==> src/rtl/layer_mac_master.sv <==
// layer_mac_master: Avalon-MM master computing one fully-connected layer
// (N_OUT neurons x N_IN inputs) from SDRAM operands.
// Latency: per input two single-outstanding reads plus one ACC cycle; one
//   write plus one NEXT cycle per neuron.
// Backpressure: holds read_n/write_n/address/writedata while waitrequest=1
//   and waits indefinitely for readdatavalid.
// Ports: clk/reset; Avalon-MM master (waitrequest, readdatavalid, readdata,
//   chipselect, byteenable, read_n, write_n, address, writedata);
//   control (ready, mode, relu_en, done, busy, out_count).
module layer_mac_master #(
  parameter int          DATA_W    = 16,
  parameter int          ACC_W     = 32,
  parameter int          FRAC_BITS = 8,
  parameter int          N_IN      = 784,
  parameter int          N_OUT     = 200,
  parameter int unsigned IN_BASE   = 600000,
  parameter int unsigned W_BASE    = 800,
  parameter int unsigned OUT_BASE  = 400000,
  parameter int          ADDR_STEP = 2
) (
  input  logic                clk,
  input  logic                reset,
  input  logic                waitrequest,
  input  logic                readdatavalid,
  input  logic [DATA_W-1:0]   readdata,
  output logic                chipselect,
  output logic [DATA_W/8-1:0] byteenable,
  output logic                read_n,
  output logic                write_n,
  output logic [31:0]         address,
  output logic [DATA_W-1:0]   writedata,
  input  logic                ready,
  input  logic                mode,
  input  logic                relu_en,
  output logic                done,
  output logic                busy,
  output logic [15:0]         out_count
);

  typedef enum logic [3:0] {
    S_IDLE, S_RD_IN, S_WT_IN, S_RD_W, S_WT_W, S_ACC, S_WR, S_NEXT, S_DONE
  } state_t;

  localparam logic [31:0] IN_A   = 32'(IN_BASE);
  localparam logic [31:0] W_A    = 32'(W_BASE);
  localparam logic [31:0] OUT_A  = 32'(OUT_BASE);
  localparam logic [31:0] STEP   = 32'(ADDR_STEP);
  localparam logic [15:0] LAST_IN = 16'(N_IN - 1);
  localparam logic [15:0] NUM_OUT = 16'(N_OUT);

  // Signed DATA_W limits, sign-extended to the accumulator width.
  localparam logic signed [ACC_W-1:0] SMAX = {{(ACC_W-DATA_W+1){1'b0}}, {(DATA_W-1){1'b1}}};
  localparam logic signed [ACC_W-1:0] SMIN = {{(ACC_W-DATA_W+1){1'b1}}, {(DATA_W-1){1'b0}}};

  state_t                     state;
  logic [15:0]                in_idx;
  logic [15:0]                out_idx;
  logic [31:0]                in_adr;
  logic [31:0]                w_adr;
  logic [31:0]                out_adr;
  logic signed [DATA_W-1:0]   x;
  logic signed [DATA_W-1:0]   w;
  logic signed [ACC_W-1:0]    acc;
  logic                       mode_q;
  logic                       relu_q;

  logic signed [2*DATA_W-1:0] prod;
  logic signed [2*DATA_W-1:0] shifted;
  logic signed [ACC_W-1:0]    term;
  logic signed [ACC_W-1:0]    acc_nxt;
  logic signed [ACC_W-1:0]    r_relu;
  logic [DATA_W-1:0]          r_sat;
  logic [15:0]                out_idx_nxt;

  assign chipselect = 1'b1;
  assign byteenable = '1;

  // Datapath: the term added in ACC and the saturated result of that sum,
  // so writedata can be registered on the ACC->WR transition.
  always_comb begin
    prod    = (2*DATA_W)'(x) * (2*DATA_W)'(w);
    shifted = prod >>> FRAC_BITS;
    term    = '0;
    if (mode_q)
      term = ACC_W'(shifted);
    else if (x != '0)
      term = ACC_W'(w);
    acc_nxt = acc + term;
    r_relu  = (relu_q && acc_nxt[ACC_W-1]) ? '0 : acc_nxt;
    if (r_relu > SMAX)
      r_sat = SMAX[DATA_W-1:0];
    else if (r_relu < SMIN)
      r_sat = SMIN[DATA_W-1:0];
    else
      r_sat = r_relu[DATA_W-1:0];
    out_idx_nxt = out_idx + 16'd1;
  end

  always_ff @(posedge clk) begin
    if (reset) begin
      state     <= S_IDLE;
      read_n    <= 1'b1;
      write_n   <= 1'b1;
      address   <= '0;
      writedata <= '0;
      done      <= 1'b0;
      busy      <= 1'b0;
      out_count <= '0;
      acc       <= '0;
      in_idx    <= '0;
      out_idx   <= '0;
      in_adr    <= IN_A;
      w_adr     <= W_A;
      out_adr   <= OUT_A;
      x         <= '0;
      w         <= '0;
      mode_q    <= 1'b0;
      relu_q    <= 1'b0;
    end else begin
      case (state)
        S_IDLE: begin
          in_idx  <= '0;
          out_idx <= '0;
          in_adr  <= IN_A;
          w_adr   <= W_A;
          out_adr <= OUT_A;
          acc     <= '0;
          if (ready) begin
            mode_q    <= mode;
            relu_q    <= relu_en;
            out_count <= '0;
            busy      <= 1'b1;
            read_n    <= 1'b0;
            address   <= IN_A;
            state     <= S_RD_IN;
          end
        end
        S_RD_IN: if (!waitrequest) begin
          read_n <= 1'b1;
          state  <= S_WT_IN;
        end
        S_WT_IN: if (readdatavalid) begin
          x       <= readdata;
          in_adr  <= in_adr + STEP;
          read_n  <= 1'b0;
          address <= w_adr;
          state   <= S_RD_W;
        end
        S_RD_W: if (!waitrequest) begin
          read_n <= 1'b1;
          state  <= S_WT_W;
        end
        S_WT_W: if (readdatavalid) begin
          w     <= readdata;
          w_adr <= w_adr + STEP;
          state <= S_ACC;
        end
        S_ACC: begin
          acc    <= acc_nxt;
          in_idx <= in_idx + 16'd1;
          // in_idx still holds the index of the input just accumulated.
          if (in_idx == LAST_IN) begin
            writedata <= r_sat;
            write_n   <= 1'b0;
            address   <= out_adr;
            state     <= S_WR;
          end else begin
            read_n  <= 1'b0;
            address <= in_adr;
            state   <= S_RD_IN;
          end
        end
        S_WR: if (!waitrequest) begin
          write_n   <= 1'b1;
          out_adr   <= out_adr + STEP;
          out_count <= out_count + 16'd1;
          state     <= S_NEXT;
        end
        S_NEXT: begin
          acc     <= '0;
          in_idx  <= '0;
          in_adr  <= IN_A;
          out_idx <= out_idx_nxt;
          // w_adr is left alone: weight rows are stored back to back.
          if (out_idx_nxt == NUM_OUT) begin
            done  <= 1'b1;
            busy  <= 1'b0;
            state <= S_DONE;
          end else begin
            read_n  <= 1'b0;
            address <= IN_A;
            state   <= S_RD_IN;
          end
        end
        S_DONE: if (!ready) begin
          done  <= 1'b0;
          state <= S_IDLE;
        end
        default: state <= S_IDLE;
      endcase
    end
  end

endmodule

==> config.mk <==
export PLATFORM = sky130hd
export DESIGN_NAME = layer_mac_master
export DESIGN_NICKNAME = d
export VERILOG_FILES = /design/src/rtl/layer_mac_master.sv
export SDC_FILE = /design/constraint.sdc
export NUM_CORES = 1
export LEC_CHECK = 0
export BUFFER_PORTS_ARGS = -buffer_cell sky130_fd_sc_hd__buf_2
export CAP_MARGIN = 20
export CELL_PAD_IN_SITES_DETAIL_PLACEMENT = 1
export CELL_PAD_IN_SITES_GLOBAL_PLACEMENT = 2
export CORE_MARGIN = 10
export CORE_UTILIZATION = 42
export CTS_CLUSTER_DIAMETER = 120
export DETAILED_ROUTE_END_ITERATION = 12
export HOLD_SLACK_MARGIN = 0.03
export PLACE_DENSITY = 0.85
export REMOVE_ABC_BUFFERS = 1
export SETUP_SLACK_MARGIN = 0.05
export SLEW_MARGIN = 20
export SYNTH_ARGS = -nofsm -noshare
export SYNTH_HDL_FRONTEND = slang
export SYNTH_SLANG_ARGS = --single-unit
==> constraint.sdc <==
create_clock -name clk -period 16.73 [get_ports clk]
set_input_delay 2.5095 -clock clk [delete_from_list [all_inputs] [get_ports clk]]
set_output_delay 2.5095 -clock clk [all_outputs]
set_load 0.1 [all_outputs]
==> results of run 1 <==
## synthesized netlist by cell type, types with 20 or more instances
cell	number	share of area
xnor2_1	68	0.026
nand3_1	82	0.018
dfxtp_1	263	0.23
a21o_1	20	0.0064
nand4_1	27	0.0073
and2_1	135	0.036
xor2_1	89	0.033
inv_1	346	0.056
or3_1	31	0.0083
a211oi_1	41	0.013
nor3_1	28	0.0060
nand2_1	331	0.053
and3_1	37	0.0099
ha_1	118	0.063
mux2i_1	25	0.011
nor2_1	261	0.042
clkbuf_1	136	0.022
fa_1	262	0.23
o21ai_0	82	0.018
a21oi_1	175	0.038
## cells in the final DEF, fill, tap and decap left out, types with 25 or more instances in the layout
| master | instances |
|---|---|
| nor2_1 | 260 |
| and3_1 | 37 |
| nand4_1 | 27 |
| ha_1 | 118 |
| clkbuf_16 | 31 |
| mux2i_1 | 25 |
| nand2_1 | 331 |
| a211oi_1 | 41 |
| a21oi_1 | 175 |
| xor2_1 | 89 |
| nor3_1 | 27 |
| and2_1 | 135 |
| fa_1 | 262 |
| inv_1 | 346 |
| nand3_1 | 82 |
| buf_2 | 89 |
| o21ai_0 | 82 |
| or3_1 | 30 |
| dfxtp_1 | 263 |
| xnor2_1 | 68 |
## critical path: cells and delay by family (launching register included)
kind	cells	cell delay, ns
xor gates and xnor gates	1	0.17
DFF	1	0.75
and+or+nand+nor	9	2.31
adders and majority gates	8	4.57
buffers and inverters	3	0.21
AOI/OAI and AO/OA	11	2.66
## kinds of logic (layout without fill, tap and decap cells)
logic type | after synthesis | count (layout) | share of synthesized area
AND/OR/NAND/NOR | 1022 | 1022 | 0.209
other | 1 | 4 | 0.000161
buffers and inverters | 500 | 513 | 0.0821
AO/OA/AOI/OAI | 439 | 439 | 0.120
adder cells (fa/ha/maj) | 380 | 380 | 0.289
flip-flops | 263 | 263 | 0.226
XOR/XNOR | 158 | 158 | 0.0600
multiplexers | 32 | 32 | 0.0141
## final cells by class
class | instances | area, µm²
inverter | 347 | 1300
multi-input combinational | 2034 | 16100
antenna | 1 | 2.50
tap | 748 | 936
timing repair buffer | 109 | 596
sequential | 263 | 5270
clock buffer | 46 | 912
fill | 6604 | 29700
clock inverter | 11 | 145
## stage by stage
stage	hold slack [ns]	utilization	std cells	setup slack (ns)
floorplan	0.439	-	2644	7.65
global placement	0.446	0.441	3501	6.47
detailed placement	0.455	0.441	3501	6.08
CTS	0.465	0.460	3558	5.98
global route	0.492	0.460	3558	5.33
finish	0.463	0.460	3559	5.98
## routing by layer
layer,vias to the layer above,part of all wire,wire (µm),global-route usage
met5,-,0,0,0
met4,0,0.022,1530,0.0512
met3,97,0.039,2670,0.0302
met2,285,0.50,34600,0.373
met1,9662,0.44,30200,0.264
li1,9014,-,-,-
## path summary, 6_finish.rpt
check,from,end,cells after the start
setup / recovery,x[15],writedata[3],32
hold / removal,busy,busy,2
setup reg to reg,x[15],writedata[3],32
hold reg to reg,busy,busy,2
## power breakdown
| part | switching, mW | internal (mW) | total (mW) |
|---|---|---|---|
| sequential | 0.0293 | 0.650 | 0.680 |
| combinational | 0.299 | 0.0686 | 0.367 |
| clock | 0.283 | 0.422 | 0.705 |
## flip-flops by register name, summed over array words and instances (netlist names), 4 cells and up
signal / count
state: 4
in_idx: 16
x: 16
acc: 32
writedata: 16
out_count: 16
in_adr: 31
out_idx: 16
address: 32
w: 16
w_adr: 31
out_adr: 31
==> reports/results.txt, run 1 <==
Status: finished clean
Post-Layout Inst Area: 25300 µm²
Root buffer cell: clkbuf_16
Die X: 255 µm
Max FO, Critical Path: 18
Dpl hpwl: 52600 µm
Post-CTS setup buffer count: 0
Placed cell area: 24200 µm²
Setup Crit Path Kind: reg -> reg
Final setup vio count: 0
Crit path max-delay cell type: fa_1
Clock buffer depth: 3
R2R setup slack: 5.98 ns
DRC: 0
Hold Buf Count CTS: 0
DRT antenna net count: 0
Worst Hold Class: reg -> reg
Die area: 65200 µm²
Arrival time of the worst setup path: 11.26 ns
Synth warnings: 0
Clk_skew: 0.0252 ns
Worst vdd ir: 0.0000751 V
Worst setup EP type: flop
Final WL: 69000 µm
Vias in the first global route: 20857
Minimum clock period: 10.75 ns
Antenna violations before repair: 0
Fmax: 93.1 MHz
Clk slew on worst S/H paths: 0.06 ns
Cts bufs inserted: 31
Setup tns final: 0 ns
CP Launch Type: flop
Final Cycle Share: 0.642
RSZ-0062 raised after global routing: false
Slew HR: 0.268
Seq/Total Area, Yosys: 0.226
Vias/cell: 5.35
# H-tree levels: 1
Worst EP required: 17.24 ns
Chip Height: 255 µm
Final Hold Viols: 0
Initial Util: 0.423
CTS tree: built
PostCTS Resize Cnt: 0
Gpl congestion: 0.895
Async S/R FF share, synth: 0
CTS sink cnt: 263
Routed vias: 19058
Number of port buffers: 90
Ports: 94
Synth cell types: 81
Critical Path Max Stage Delay: 1.05 ns
First-pass GRT wire length: 113000 µm
MaxCap Viol Count: 0
Most frequent CP cell: fa_1
Synthesized area: 23300 µm²
Total global-route track usage: 0.210
Max-slew violation count: 0
Worst slew pin tran: 1.10 ns
Per-cell routed wire length: 19.4 µm
Core area: 55000 µm²
Synth-to-Final Area Change: 8.64%
Mapped Cells: 2795
Top_reg_cell synth: dfxtp_1
Worst-Skew Late Latency: 0.58 ns
Post-synth EDFFs: 0
Final nets: 3189
Largest net degree at the start of global routing: 76
Cell Pwr Density: 69.3 nW/µm²
Final Power: 1.75 mW
Fraction of layout instances using a drive strength above 1: 0.0730
DRT iter0 DRCs: 822
Drt first pass iters: 5
Syn avg cell area: 8.33 µm²
Remaining Overflow, GRT: 0
Site row count: 86
Yosys reg bits: 263
Leakage power: 11.2 nW
(Power assumes the default switching activity.)
==> run 2: changes to the inputs <==
--- a/config.mk
+++ b/config.mk
@@ -10,11 +10,11 @@
 export CELL_PAD_IN_SITES_DETAIL_PLACEMENT = 1
 export CELL_PAD_IN_SITES_GLOBAL_PLACEMENT = 2
 export CORE_MARGIN = 10
-export CORE_UTILIZATION = 42
+export CORE_UTILIZATION = 39
 export CTS_CLUSTER_DIAMETER = 120
 export DETAILED_ROUTE_END_ITERATION = 12
 export HOLD_SLACK_MARGIN = 0.03
-export PLACE_DENSITY = 0.85
+export PLACE_DENSITY = 0.79
 export REMOVE_ABC_BUFFERS = 1
 export SETUP_SLACK_MARGIN = 0.05
 export SLEW_MARGIN = 20
==> constraint.sdc (replaced) <==
create_clock -name clk -period 10.25 [get_ports clk]
set_input_delay 1.5375 -clock clk [delete_from_list [all_inputs] [get_ports clk]]
set_output_delay 1.5375 -clock clk [all_outputs]
set_load 0.1 [all_outputs]
==> run 2 against run 1 <==
Compared with the run above:
- register-to-register slack got worse by 5.6 ns
- worst setup slack got worse by 5.6 ns
- cell count increased by 2.1%
- core utilization down 2.1 points
- non-clock buffer count grew 44
- largest cell class unchanged
- clock-buffer cell count up 8
- global-route usage down 1.0 points
- power up 70%
- routed wire length up 0.44%
- worst hold slack got worse by 0.0029 ns
==> reports/results.txt, run 2 (synthesis results as in run 1) <==
Number of port buffers: 90 (unchanged)
Dpl hpwl: 54100 µm (+2.9%)
Site row count: 89 (+3.5%)
Hold Path End: busy
DRT antenna net count: 0 (unchanged)
N_diodes: 0 (-1)
Ports: 94 (unchanged)
Worst vdd ir: 0.000148 V (+98%)
Commonest non-fill, non-tap cell in the layout: inv_1
Antenna violations before repair: 1 (+1)
Slew HR: 0.331 (+0.0627)
Largest net degree at the start of global routing: 64 (-16%)
Remaining Overflow, GRT: 0 (unchanged)
Combinational power share: 0.205 (-0.005)
Final WL: 69300 µm (+0.44%)
Drt first pass iters: 5 (unchanged)
Leakage power: 11.5 nW (+3.0%)
Arrival time of the worst setup path: 10.31 ns (-0.95 ns)
Origin of the critical flop-to-flop path: x[5]
DRC: 0 (unchanged)
Total global-route track usage: 0.200 (-0.0104)
Final Power: 2.99 mW (+70%)
# H-tree levels: 2 (+1)
Per-cell routed wire length: 19.1 µm (-1.7%)
Largest registers: acc (32), address (32)
Crit path max-delay cell type: dfxtp_1
Reg2reg end: writedata[4]
CP Launch Type: flop
Cts bufs inserted: 36 (+16%)
Worst EP required: 10.74 ns (-6.50 ns)
MaxCap Viol Count: 0 (unchanged)
Fmax: 102 MHz (+9.4%)
CTS tree: built
Vias/cell: 5.29 (-1.3%)
Status: finished clean
Fraction of layout instances using a drive strength above 1: 0.0996 (+0.0266)
Sw Share: 0.356 (+0.00688)
CTS sink cnt: 263 (unchanged)
Hold Buf Count CTS: 0 (unchanged)
RSZ-0062 raised after global routing: false
Clock buffer depth: 3 (unchanged)
Clk slew on worst S/H paths: 0.06 ns (about the same)
Core area: 59000 µm² (+7.3%)
Clock power share: 0.426 (+0.024)
Routed vias: 19216 (+0.83%)
First-pass GRT wire length: 115000 µm (+1.1%)
Worst hold path depth: 2 (unchanged)
Worst-Skew Late Latency: 0.57 ns (about the same)
Setup Crit Path Kind: reg -> reg
Worst Hold Launch: busy
Worst slew pin tran: 1.00 ns (-0.0950 ns)
Gpl congestion: 0.855 (-4.4%)
Die X: 264 µm (+3.5%)
Max FO, Critical Path: 15 (-3)
Setup tns final: 0 ns (unchanged)
R2R depth: 37 (+16%)
Final Cycle Share: 0.958 (+0.316)
Vias in the first global route: 21056 (+0.95%)
Most frequent CP cell: fa_1
Internal Power: 1.92 mW (+69%)
Net Sw Power: 1.06 mW (+74%)
Initial Util: 0.394 (-0.0289)
Worst setup EP type: flop
Max-slew violation count: 0 (unchanged)
Clk_skew: 0.0209 ns (-0.00434 ns)
Worst Hold Class: reg -> reg
Final nets: 3238 (+1.5%)
Critical Path Max Stage Delay: 0.57 ns (-0.48 ns)
Commonest non-fill, non-tap cells in the layout: 346 x inv_1, 331 x nand2_1, 262 x fa_1
Minimum clock period: 9.82 ns (-0.926 ns)
Flop pwr share: 0.368 (-0.020)
Die area: 69900 µm² (+7.1%)
Hold slack: 0.460 ns (-0.00289 ns)
Root buffer cell: clkbuf_16
Final Hold Viols: 0 (unchanged)
DRT iter0 DRCs: 848 (+3.2%)
Synth-to-Final Area Change: 11.4%
Final setup vio count: 0 (unchanged)
Post-layout util: 0.439 (-0.0206)
R2R setup slack: 0.43 ns (-5.55 ns)
Chip Height: 264 µm (+3.5%)
Cell Pwr Density: 115 nW/µm² (+66%)
-- run 2: layout make-up --
class	count	area, µm²
repair buffers	153	938
well taps	773	967
inverters	347	1300
flip-flops and latches	263	5280
multi-input cells	2034	16200
fillers	7057	33100
clock buffers	54	1090
clock inverters	11	134
-- run 2: power by group through the flow --
| stage | sequential, mW | combinational, mW | clock (mW) |
|---|---|---|---|
| after floorplan | 1.35 | 0.205 | 0 |
| after global placement | 1.12 | 0.608 | 0 |
| after detailed placement | 1.12 | 0.613 | 0 |
| after CTS | 1.10 | 0.615 | 1.32 |
| after global routing | 1.10 | 0.659 | 1.36 |
| final | 1.10 | 0.613 | 1.27 |
-- run 2: how the worst max path moves through the flow --
stage / startpoint / to / slack, ns
final: x[5] / writedata[4] / 0.43
after global routing: x[5] / writedata[4] / 0.01
after CTS: x[8] / writedata[4] / 0.06
after detailed placement: w[12] / writedata[11] / 0.03
after global placement: x[9] / writedata[2] / 0.29
after floorplan: x[15] / writedata[0] / 1.17
-- run 2: worst max-delay path, delay by kind of cell, from the launching register on --
kind | cells | cell delay [ns]
AO/OA/AOI/OAI | 12 | 2.64
adder cells (fa/ha/maj) | 8 | 3.89
buffers and inverters | 6 | 0.43
flip-flops | 1 | 0.57
AND/OR/NAND/NOR | 10 | 2.07
XOR/XNOR | 1 | 0.15
-- run 2: what timing repair did --
item                       4_1_cts  5_1_grt
pin swaps                        1        5
buffers inserted                 0        8
hold endpoints to repair         0        0
gates resized for setup          4       26
setup endpoints to repair       15       16
-- run 2: per-layer routing --
layer | wire length [µm] | share of wire | global-route usage | up-vias
li1 | - | - | - | 9128
met1 | 31000 | 0.45 | 0.256 | 9700
met2 | 33800 | 0.49 | 0.343 | 279
met3 | 2730 | 0.039 | 0.0321 | 107
met4 | 1710 | 0.025 | 0.0565 | 2
met5 | 13 | 0.00019 | 0 | -
-- run 2: metrics by stage --
stage	setup slack (ns)	std cells	instance area (µm²)
after CTS	0.0593	3627	25800
after floorplan	1.17	2644	22700
after global routing	0.0126	3635	25900
after global placement	0.288	3562	24500
after detailed placement	0.0321	3562	24500
final	0.431	3635	25900
==> run 3: changes to the inputs <==
--- a/config.mk
+++ b/config.mk
@@ -14,7 +14,7 @@
 export CTS_CLUSTER_DIAMETER = 120
 export DETAILED_ROUTE_END_ITERATION = 12
 export HOLD_SLACK_MARGIN = 0.03
-export PLACE_DENSITY = 0.79
+export PLACE_DENSITY = 0.82
 export REMOVE_ABC_BUFFERS = 1
 export SETUP_SLACK_MARGIN = 0.05
 export SLEW_MARGIN = 20
==> run 3 against run 2 <==
Compared with the run above:
- die area did not move
- clock power barely moved
- sequential share of layout area rose by 0.18 points
- worst setup slack improved by 0.036 ns
- clock skew rose by 0.0024 ns
- critical endpoint is now writedata[8]
- largest cell class unchanged
==> reports/results.txt, run 3 (synthesis results as in run 1) <==
Status: finished clean
Per-cell routed wire length: 19.2 µm (+0.52%)
DRT iter0 DRCs: 915 (+7.9%)
Die area: 69900 µm² (unchanged)
Sequential Area: 5290 µm² (+0.19%)
Routed vias: 19188 (-0.15%)
Most frequent CP cell: fa_1
Clk slew on worst S/H paths: 0.06 ns (about the same)
Final Cycle Share: 0.954 (-0.00353)
Number of port buffers: 90 (unchanged)
DRC: 0 (unchanged)
Final nets: 3223 (-0.46%)
Vias in the first global route: 21102 (+0.22%)
Worst EP required: 10.73 ns (about the same)
Drt first pass iters: 5 (unchanged)
Site row count: 89 (unchanged)
CTS sink cnt: 263 (unchanged)
Worst vdd ir: 0.000134 V (-10%)
Combinational power share: 0.207 (+0.002)
Max FO, Critical Path: 15 (unchanged)
Fillers: 7008 (-0.69%)
Worst setup EP type: flop
Antenna violations before repair: 1 (unchanged)
Critical Path Max Stage Delay: 0.55 ns (-0.02 ns)
Arrival time of the worst setup path: 10.26 ns (-0.05 ns)
Hold slack: 0.462 ns (+0.00134 ns)
Chip Height: 264 µm (unchanged)
CTS tree: built
Remaining Overflow, GRT: 0 (unchanged)
Minimum clock period: 9.78 ns (-0.0362 ns)
Ports: 94 (unchanged)
Largest registers: acc (32), address (32)
Non-Filler Instances: 3619 (-0.44%)
Vias/cell: 5.30 (+0.30%)
Clock power share: 0.423 (-0.003)
Synth-to-Final Area Change: 10.6%
Gpl congestion: 0.869 (+1.6%)
Multi-input logic area: 16200 µm² (-0.22%)
Net Sw Power: 1.04 mW (-1.7%)
Sw Share: 0.351 (-0.00451)
Total global-route track usage: 0.198 (-0.00143)
Worst slew pin tran: 0.959 ns (-0.0422 ns)
N_diodes: 0 (unchanged)
Root buffer cell: clkbuf_16
Core area: 59000 µm² (unchanged)
Final Hold Viols: 0 (unchanged)
Setup tns final: 0 ns (unchanged)
Inst Count DP: 3553 (-0.25%)
Largest net degree at the start of global routing: 77 (+20%)
Max-slew violation count: 0 (unchanged)
Crit path max-delay cell type: fa_1
Fraction of layout instances using a drive strength above 1: 0.0924 (-0.00717)
DRT antenna net count: 0 (unchanged)
Cell Pwr Density: 116 nW/µm² (+0.28%)
Dpl hpwl: 53900 µm (-0.46%)
Leakage power: 11.4 nW (-0.87%)
Commonest non-fill, non-tap cell in the layout: inv_1
Final WL: 69400 µm (about the same)
Worst Hold Class: reg -> reg
RSZ-0062 raised after global routing: false
Final setup vio count: 0 (unchanged)
# H-tree levels: 2 (unchanged)
MaxCap Viol Count: 0 (unchanged)
Fmax: 102 MHz (+0.37%)
Worst-Skew Late Latency: 0.55 ns (-0.02 ns)
Initial Util: 0.394 (unchanged)
Final WS setup: 0.467 ns (+0.0362 ns)
Post-layout util: 0.436 (-0.00307)
CP Launch Type: flop
Clock buffer depth: 3 (unchanged)
Setup Slack @ Placement: 0.109 ns (+0.0772 ns)
Commonest non-fill, non-tap cells in the layout: 346 x inv_1, 331 x nand2_1, 262 x fa_1
Flop pwr share: 0.370 (+0.002)
Clk_skew: 0.0233 ns (+0.00238 ns)
Setup Crit Path Kind: reg -> reg
Internal Power: 1.93 mW (+0.28%)
Slew HR: 0.361 (+0.0298)
First-pass GRT wire length: 114000 µm (-0.58%)
Cts bufs inserted: 35 (-2.8%)
Die X: 264 µm (unchanged)
-- run 3: changes by cell type in the layout (fill, tap and decap cells not counted), moves of 3 or more --
cell | before | now
bufinv_16 | 0 | 3
clkbuf_1 | 6 | 10
clkbuf_8 | 12 | 5
clkinv_2 | 2 | 5
dfxtp_2 | 14 | 19
dfxtp_1 | 249 | 243
buf_4 | 63 | 48
clkinvlp_4 | 4 | 1
-- run 3: final timing paths --
check	end	slack [ns]	cells past startpoint	start
worst max register to register	writedata[8]	0.47	36	x[3]
worst min-delay path	busy	0.46	2	busy
worst min register to register	busy	0.46	2	busy
worst max-delay path	writedata[8]	0.47	36	x[3]
-- run 3: metrics by stage --
step,power (mW),area (µm²)
floorplan,1.55,22700
global placement,1.73,24500
detailed placement,1.74,24500
CTS,3.01,25600
global route,3.10,25700
finish,2.97,25700
-- run 3: timing repair --
action	CTS	global route
setup endpoints to repair	11	16
resized for setup	1	29
hold buffers	0	0
buffers inserted	0	2
pin swaps	0	2
-- run 3: power groups by stage --
stage | combinational, mW | sequential, mW | clock (mW)
final | 0.615 | 1.10 | 1.26
after global routing | 0.660 | 1.11 | 1.34
after CTS | 0.617 | 1.10 | 1.29
after detailed placement | 0.614 | 1.12 | 0
after global placement | 0.606 | 1.12 | 0
after floorplan | 0.205 | 1.35 | 0
-- run 3: cell type report --
| cell class | count | area share |
|---|---|---|
| inverter | 347 | 0.0506 |
| tap | 773 | 0.0376 |
| multi-input combinational | 2034 | 0.628 |
| clock buffer | 50 | 0.0381 |
| timing repair buffer | 139 | 0.0325 |
| clock inverter | 13 | 0.00724 |
| sequential | 263 | 0.206 |
-- run 3: layer usage --
layer,part of all wire,track usage,wire length (µm)
met1,0.45,0.253,31000
met3,0.043,0.0349,2980
met5,0,0,0
met2,0.49,0.340,33800
met4,0.024,0.0541,1640
-- run 3: critical path, delay by kind of cell (launching register included) --
kind            cells  cell delay (ns)
simple gates       10             2.10
buf+inv             5             0.43
xor+xnor            1             0.19
flops               1             0.43
fa+ha+maj           8             3.93
compound gates     12             2.65
